[src/rtl/user_btn_rx.sv]
// -----------------------------------------------------------------------------
// user_btn_rx
//   Push-button receiver. Active-low buttons are synchronised, debounced and
//   turned into press / release / long-press events, which are queued in a
//   small FIFO and delivered to fabric logic over a valid/ready interface.
//
// Ports
//   OSC_50m    in   system clock
//   FPGA_RSTn  in   async active-low reset (synchronised internally)
//   USER_BTNn  in   raw button pins, 0 = pressed, asynchronous
//   btn_state  out  debounced button state, 1 = pressed
//   evt_valid  out  FIFO head holds an event
//   evt_ready  in   consumer accepts the head event
//   evt_code   out  head event type: 00 press, 01 release, 10 long-press
//   evt_id     out  button index of the head event
//   evt_ovf    out  sticky: an event was lost because its pending bit was set
// -----------------------------------------------------------------------------
module user_btn_rx #(
  parameter int BTN_W  = 4,
  parameter int DB_W   = 15,
  parameter int LP_W   = 25,
  parameter int FIFO_D = 4
) (
  input  logic                       OSC_50m,
  input  logic                       FPGA_RSTn,
  input  logic [BTN_W-1:0]           USER_BTNn,
  output logic [BTN_W-1:0]           btn_state,
  output logic                       evt_valid,
  input  logic                       evt_ready,
  output logic [1:0]                 evt_code,
  output logic [$clog2(BTN_W)-1:0]   evt_id,
  output logic                       evt_ovf
);

  localparam int ID_W  = $clog2(BTN_W);
  localparam int EW    = ID_W + 2;
  localparam int PTR_W = $clog2(FIFO_D);
  localparam int CNT_W = PTR_W + 1;

  localparam logic [CNT_W-1:0] FIFO_FULL  = CNT_W'(FIFO_D);
  localparam logic [LP_W-1:0]  LP_PRE_MAX = {{(LP_W-1){1'b1}}, 1'b0};

  localparam logic [1:0] CODE_PRESS = 2'b00;
  localparam logic [1:0] CODE_REL   = 2'b01;
  localparam logic [1:0] CODE_LONG  = 2'b10;

  // ---------------------------------------------------------------------------
  // Reset synchroniser: asserts asynchronously, releases on the 2nd clock edge
  // ---------------------------------------------------------------------------
  logic [1:0] rst_sync_q;
  logic       rst_n;

  always_ff @(posedge OSC_50m or negedge FPGA_RSTn) begin
    if (!FPGA_RSTn) rst_sync_q <= 2'b00;
    else            rst_sync_q <= {rst_sync_q[0], 1'b1};
  end

  assign rst_n = rst_sync_q[1];

  // ---------------------------------------------------------------------------
  // Input synchroniser (resets to released) and polarity flip
  // ---------------------------------------------------------------------------
  logic [BTN_W-1:0] sync1_q, sync2_q;
  logic [BTN_W-1:0] s;

  always_ff @(posedge OSC_50m or negedge rst_n) begin
    if (!rst_n) begin
      sync1_q <= '1;
      sync2_q <= '1;
    end else begin
      sync1_q <= USER_BTNn;
      sync2_q <= sync1_q;
    end
  end

  assign s = ~sync2_q;

  // ---------------------------------------------------------------------------
  // Debounce, long-press timers and event detection
  // ---------------------------------------------------------------------------
  logic [BTN_W-1:0] stable_q, stable_d;
  logic [DB_W-1:0]  db_cnt_q [BTN_W];
  logic [DB_W-1:0]  db_cnt_d [BTN_W];
  logic [LP_W-1:0]  lp_cnt_q [BTN_W];
  logic [LP_W-1:0]  lp_cnt_d [BTN_W];
  logic [BTN_W-1:0] set_press, set_rel, set_long;

  always_comb begin
    stable_d  = stable_q;
    set_press = '0;
    set_rel   = '0;
    set_long  = '0;
    for (int i = 0; i < BTN_W; i++) begin
      db_cnt_d[i] = db_cnt_q[i];
      lp_cnt_d[i] = lp_cnt_q[i];

      if (s[i] == stable_q[i]) begin
        db_cnt_d[i] = '0;
      end else if (&db_cnt_q[i]) begin
        stable_d[i]  = s[i];
        db_cnt_d[i]  = '0;
        set_press[i] = s[i];
        set_rel[i]   = ~s[i];
      end else begin
        db_cnt_d[i] = db_cnt_q[i] + 1'b1;
      end

      // Saturating counter: the long event fires only on the step into all-ones
      if (!stable_q[i]) begin
        lp_cnt_d[i] = '0;
      end else if (!(&lp_cnt_q[i])) begin
        lp_cnt_d[i] = lp_cnt_q[i] + 1'b1;
        if (lp_cnt_q[i] == LP_PRE_MAX) set_long[i] = 1'b1;
      end
    end
  end

  always_ff @(posedge OSC_50m or negedge rst_n) begin
    if (!rst_n) begin
      stable_q <= '0;
      for (int i = 0; i < BTN_W; i++) begin
        db_cnt_q[i] <= '0;
        lp_cnt_q[i] <= '0;
      end
    end else begin
      stable_q <= stable_d;
      for (int i = 0; i < BTN_W; i++) begin
        db_cnt_q[i] <= db_cnt_d[i];
        lp_cnt_q[i] <= lp_cnt_d[i];
      end
    end
  end

  // ---------------------------------------------------------------------------
  // Arbiter: lowest button first; press, then long, then release
  // ---------------------------------------------------------------------------
  logic [BTN_W-1:0] pend_press_q, pend_press_d;
  logic [BTN_W-1:0] pend_rel_q,   pend_rel_d;
  logic [BTN_W-1:0] pend_long_q,  pend_long_d;
  logic [BTN_W-1:0] clr_press, clr_rel, clr_long;
  logic             ovf_q, ovf_d;
  logic             arb_found;
  logic [ID_W-1:0]  arb_id;
  logic [1:0]       arb_code;
  logic [CNT_W-1:0] count_q;

  always_comb begin
    arb_found = 1'b0;
    arb_id    = '0;
    arb_code  = CODE_PRESS;
    clr_press = '0;
    clr_rel   = '0;
    clr_long  = '0;
    if (count_q != FIFO_FULL) begin
      for (int i = 0; i < BTN_W; i++) begin
        if (!arb_found && (pend_press_q[i] || pend_long_q[i] || pend_rel_q[i])) begin
          arb_found = 1'b1;
          arb_id    = ID_W'(i);
          if (pend_press_q[i]) begin
            arb_code     = CODE_PRESS;
            clr_press[i] = 1'b1;
          end else if (pend_long_q[i]) begin
            arb_code     = CODE_LONG;
            clr_long[i]  = 1'b1;
          end else begin
            arb_code     = CODE_REL;
            clr_rel[i]   = 1'b1;
          end
        end
      end
    end
  end

  // A set on the same edge as a clear wins: it is a fresh event. Overflow is
  // flagged only when the existing event is not leaving this cycle, i.e. when
  // one is actually lost.
  always_comb begin
    pend_press_d = (pend_press_q & ~clr_press) | set_press;
    pend_rel_d   = (pend_rel_q   & ~clr_rel)   | set_rel;
    pend_long_d  = (pend_long_q  & ~clr_long)  | set_long;
    ovf_d        = ovf_q
                 | (|(set_press & pend_press_q & ~clr_press))
                 | (|(set_rel   & pend_rel_q   & ~clr_rel))
                 | (|(set_long  & pend_long_q  & ~clr_long));
  end

  always_ff @(posedge OSC_50m or negedge rst_n) begin
    if (!rst_n) begin
      pend_press_q <= '0;
      pend_rel_q   <= '0;
      pend_long_q  <= '0;
      ovf_q        <= 1'b0;
    end else begin
      pend_press_q <= pend_press_d;
      pend_rel_q   <= pend_rel_d;
      pend_long_q  <= pend_long_d;
      ovf_q        <= ovf_d;
    end
  end

  // ---------------------------------------------------------------------------
  // Event FIFO. Push is gated on the current count, so a full FIFO never
  // accepts a write even when it is being popped on the same edge.
  // ---------------------------------------------------------------------------
  logic [EW-1:0]    mem_q [FIFO_D];
  logic [PTR_W-1:0] wr_ptr_q, rd_ptr_q;
  logic [CNT_W-1:0] count_d;
  logic             push, pop;
  logic [EW-1:0]    head;

  assign push = arb_found;
  assign pop  = evt_valid && evt_ready;

  always_comb begin
    count_d = count_q;
    case ({push, pop})
      2'b10:   count_d = count_q + 1'b1;
      2'b01:   count_d = count_q - 1'b1;
      default: count_d = count_q;
    endcase
  end

  always_ff @(posedge OSC_50m or negedge rst_n) begin
    if (!rst_n) begin
      wr_ptr_q <= '0;
      rd_ptr_q <= '0;
      count_q  <= '0;
      for (int i = 0; i < FIFO_D; i++) mem_q[i] <= '0;
    end else begin
      count_q <= count_d;
      if (push) begin
        mem_q[wr_ptr_q] <= {arb_code, arb_id};
        wr_ptr_q        <= wr_ptr_q + 1'b1;
      end
      if (pop) rd_ptr_q <= rd_ptr_q + 1'b1;
    end
  end

  assign head      = mem_q[rd_ptr_q];
  assign evt_valid = (count_q != '0);
  assign evt_code  = head[EW-1 -: 2];
  assign evt_id    = head[ID_W-1:0];
  assign evt_ovf   = ovf_q;
  assign btn_state = stable_q;

endmodule

[config.mk]
export PLATFORM = sky130hd
export DESIGN_NAME = user_btn_rx
export DESIGN_NICKNAME = d
export VERILOG_FILES = /design/src/rtl/user_btn_rx.sv
export SDC_FILE = /design/constraint.sdc
export NUM_CORES = 1
export LEC_CHECK = 0
export CAP_MARGIN = 25
export CELL_PAD_IN_SITES_DETAIL_PLACEMENT = 1
export CELL_PAD_IN_SITES_GLOBAL_PLACEMENT = 2
export CORE_MARGIN = 2
export CORE_UTILIZATION = 39
export CTS_BUF_LIST = sky130_fd_sc_hd__clkbuf_8
export DETAILED_ROUTE_END_ITERATION = 8
export PLACE_DENSITY = 0.81
export REMOVE_ABC_BUFFERS = 1
export SETUP_SLACK_MARGIN = 0.5
export SYNTH_ARGS = -nofsm -noshare
export SYNTH_HDL_FRONTEND = slang
export SYNTH_SLANG_ARGS = --single-unit
[constraint.sdc]
create_clock -name OSC_50m -period 5.7 [get_ports OSC_50m]
set_input_delay 0.57 -clock OSC_50m [delete_from_list [all_inputs] [get_ports OSC_50m]]
set_output_delay 0.57 -clock OSC_50m [all_outputs]
set_load 0.05 [all_outputs]
==> flow_summary.json <==
{
  "cts.sinks": 210,
  "required_ns": 5.13,
  "yosysWarnings": 0,
  "clk_pin_slew_worst_paths_ns": 0.06,
  "antenna_found_initial": 0,
  "layout_common_cells": "dfrtp_1, nor2_1, nand2_1",
  "syn_area_sq_um": 10200,
  "num_rows": 59,
  "cts_tree": "done",
  "outcome": "complete, no violations",
  "routed_wl_mm": 21.2,
  "slew_viol_final": 0,
  "hold_ws_ns": 0.200,
  "viasPerCell": 5.19,
  "peakVddDrop_mv": 0.316,
  "rsz0062_at_grt": "false",
  "critPathLaunchType": "flop",
  "worst_slew_pin_slew_ns": 0.928,
  "die_y_microns": 165,
  "synth.distinct_cells": 68,
  "synth_ff_type": "dfrtp_1",
  "r2r_cells": 10,
  "track_usage_pct": 16.6,
  "ctsHoldBuffers": 0,
  "coreArea_sq_um": 25800,
  "setup_viol": 0,
  "pin_count": 17,
  "grt_pass1_vias": 7734,
  "pre_cts_ws_ns": 2.97,
  "finClkSkew_ns": 0.0245,
  "dieArea_sq_um": 27400,
  "clockRootBuffer": "clkbuf_8",
  "powerDensity_nw_per_um2": 316,
  "fmax_ghz": 0.343,
  "rrSetupSlack_ns": 2.96,
  "drc": 0,
  "synth_edf_count": 0,
  "dpl.hpwl_mm": 14.0,
  "async_flop_share_pct": 100,
  "cts_max_level": 2,
  "synth_area_per_cell_sq_um": 10.1,
  "ys_seq_area_share_pct": 51.8,
  "p_leak_uw": 0.00475,
  "place.gp.congestion": 0.719,
  "maxCapViolations": 0,
  "critPathLaunch": "rd_ptr_q[0]",
  "crit_arrival_ns": 2.35,
  "reg2reg_from": "pend_rel_q[2]",
  "endpoint_kind": "primary output",
  "slew_headroom_pct": 38.2,
  "antenna_left": 0,
  "drive_above_1_share_pct": 10.5,
  "critPathMaxFanout": 6,
  "post_drt_wl_per_cell_microns": 15.0,
  "grt_first_pass_wirelength_mm": 37.5,
  "port_buffers": 16,
  "clk_latency_ns": 0.54,
  "nNetsFinal": 1069,
  "die_x_microns": 165,
  "dr.pass1.iters": 4,
  "syn_inst": 1007,
  "finalHoldViolCount": 0,
  "num_antenna_cells": 0,
  "reg2reg_to": "count_q[2]",
  "cts_made_buffers": 39,
  "initial_core_util_pct": 39.3,
  "post-cts-setup-buffers": 0,
  "period_share_pct": 51.2,
  "cts_resized": 0,
  "final_common_cell": "dfrtp_1",
  "setup_ws_ns": 2.78,
  "synthToLayoutAreaGrowth_pct": 13.6,
  "cts_buffer_depth": 3,
  "min_period_ns": 2.92,
  "grt_remaining_overflow": 0,
  "ys_seq_elements": 210,
  "hold_class": "primary input to async pin",
  "grt_max_degree": 142,
  "drt_iter0_drc": 375,
  "vias": 7317,
  "critPathKind": "flop to primary output"
}
==> cell families (layout without fill, tap and decap cells) <==
kind of cell	after synthesis	count (layout)	synth area share, %
and+or+nand+nor	490	490	24.1
DFF	210	210	51.8
xor gates and xnor gates	137	137	11.8
AOI/OAI and AO/OA	81	81	5.28
buffers and inverters	49	117	1.96
muxes	21	21	2.76
adders and majority gates	18	18	2.29
other	1	1	0.0369
==> critical path: stages (launching register included) <==
cell and delay (ns):
dfrtp_1 0.54, mux4_2 0.57, clkdlybuf4s50_1 0.72
==> flip-flops by register name, summed over array words and instances (netlist names), 3 cells and up <==
register	count
lp_cnt_q	100
db_cnt_q	60
mem_q	16
btn_state	4
pend_long_q	4
pend_press_q	4
pend_rel_q	4
sync1_q	4
sync2_q	4
count_q	3
==> synth_stat cells (all sizes together) (3+ instances only) <==
cell    number  share of area [%]
dfrtp      202                 50
nor2       176                6.5
nand2       82                3.0
xnor2       71                6.1
xor2        66                5.7
nand3       55                2.8
nand4       40                2.6
and3        25                1.6
inv         25               0.92
nor3        25                1.4
o21ai       24                1.2
and4        21                1.8
clkbuf      19               0.70
a21oi       18               0.89
and2        18                1.1
ha          17                2.1
mux2        16                1.8
or3         15               0.95
o31ai       12               0.89
nor4         9               0.62
dfstp        8                2.1
a211oi       5               0.42
mux4         4               0.89
nand3b       4               0.30
or2          4               0.25
or4          4               0.33
a31oi        3               0.18
buf          3               0.21
nand2b       3               0.18
nor2b        3               0.18
nor3b        3               0.22
==> power by group <==
| group | internal [uW] | switching, uW |
|---|---|---|
| sequential | 1580 | 86.3 |
| clock | 903 | 655 |
| combinational | 183 | 235 |
| total | 2670 | 977 |
==> per-stage QoR <==
step                util [%]  cell area [sq um]  total power, uW  TNS, ns  std cells
floorplan                  -              10100             1980  -114.27        984
global placement        41.3              10700             2100        0       1337
detailed placement      41.4              10700             2120        0       1338
CTS                     44.7              11500             3720        0       1410
global route            44.7              11500             3840        0       1410
finish                  44.7              11500             3650        0       1410
==> final cells by class <==
cell class | instances | area (sq um)
Fill cell | 2919 | 14300
Sequential cell | 210 | 5270
Multi-Input combinational cell | 748 | 4700
Clock buffer | 55 | 757
Tap cell | 335 | 419
Timing Repair Buffer | 19 | 199
Clock inverter | 17 | 108
Inverter | 26 | 97.6
==> how the worst max path moves through the flow <==
stage          slack, ns           end  cells after the start
2_1_floorplan      -0.57  btn_state[0]                      0
3_3_place_gp        3.06    count_q[2]                     10
3_5_place_dp        2.97    count_q[2]                     10
4_1_cts             2.71     evt_id[1]                      2
5_1_grt             2.66     evt_id[1]                      2
6_report            2.78     evt_id[1]                      2
==> routing by layer <==
layer	share of wire, %	track usage [%]
met5	0	0
met4	2.0	4.86
met3	3.1	3.22
met1	48	22.6
met2	47	27.2
No activity file was read; power rests on OpenSTA's default activity.
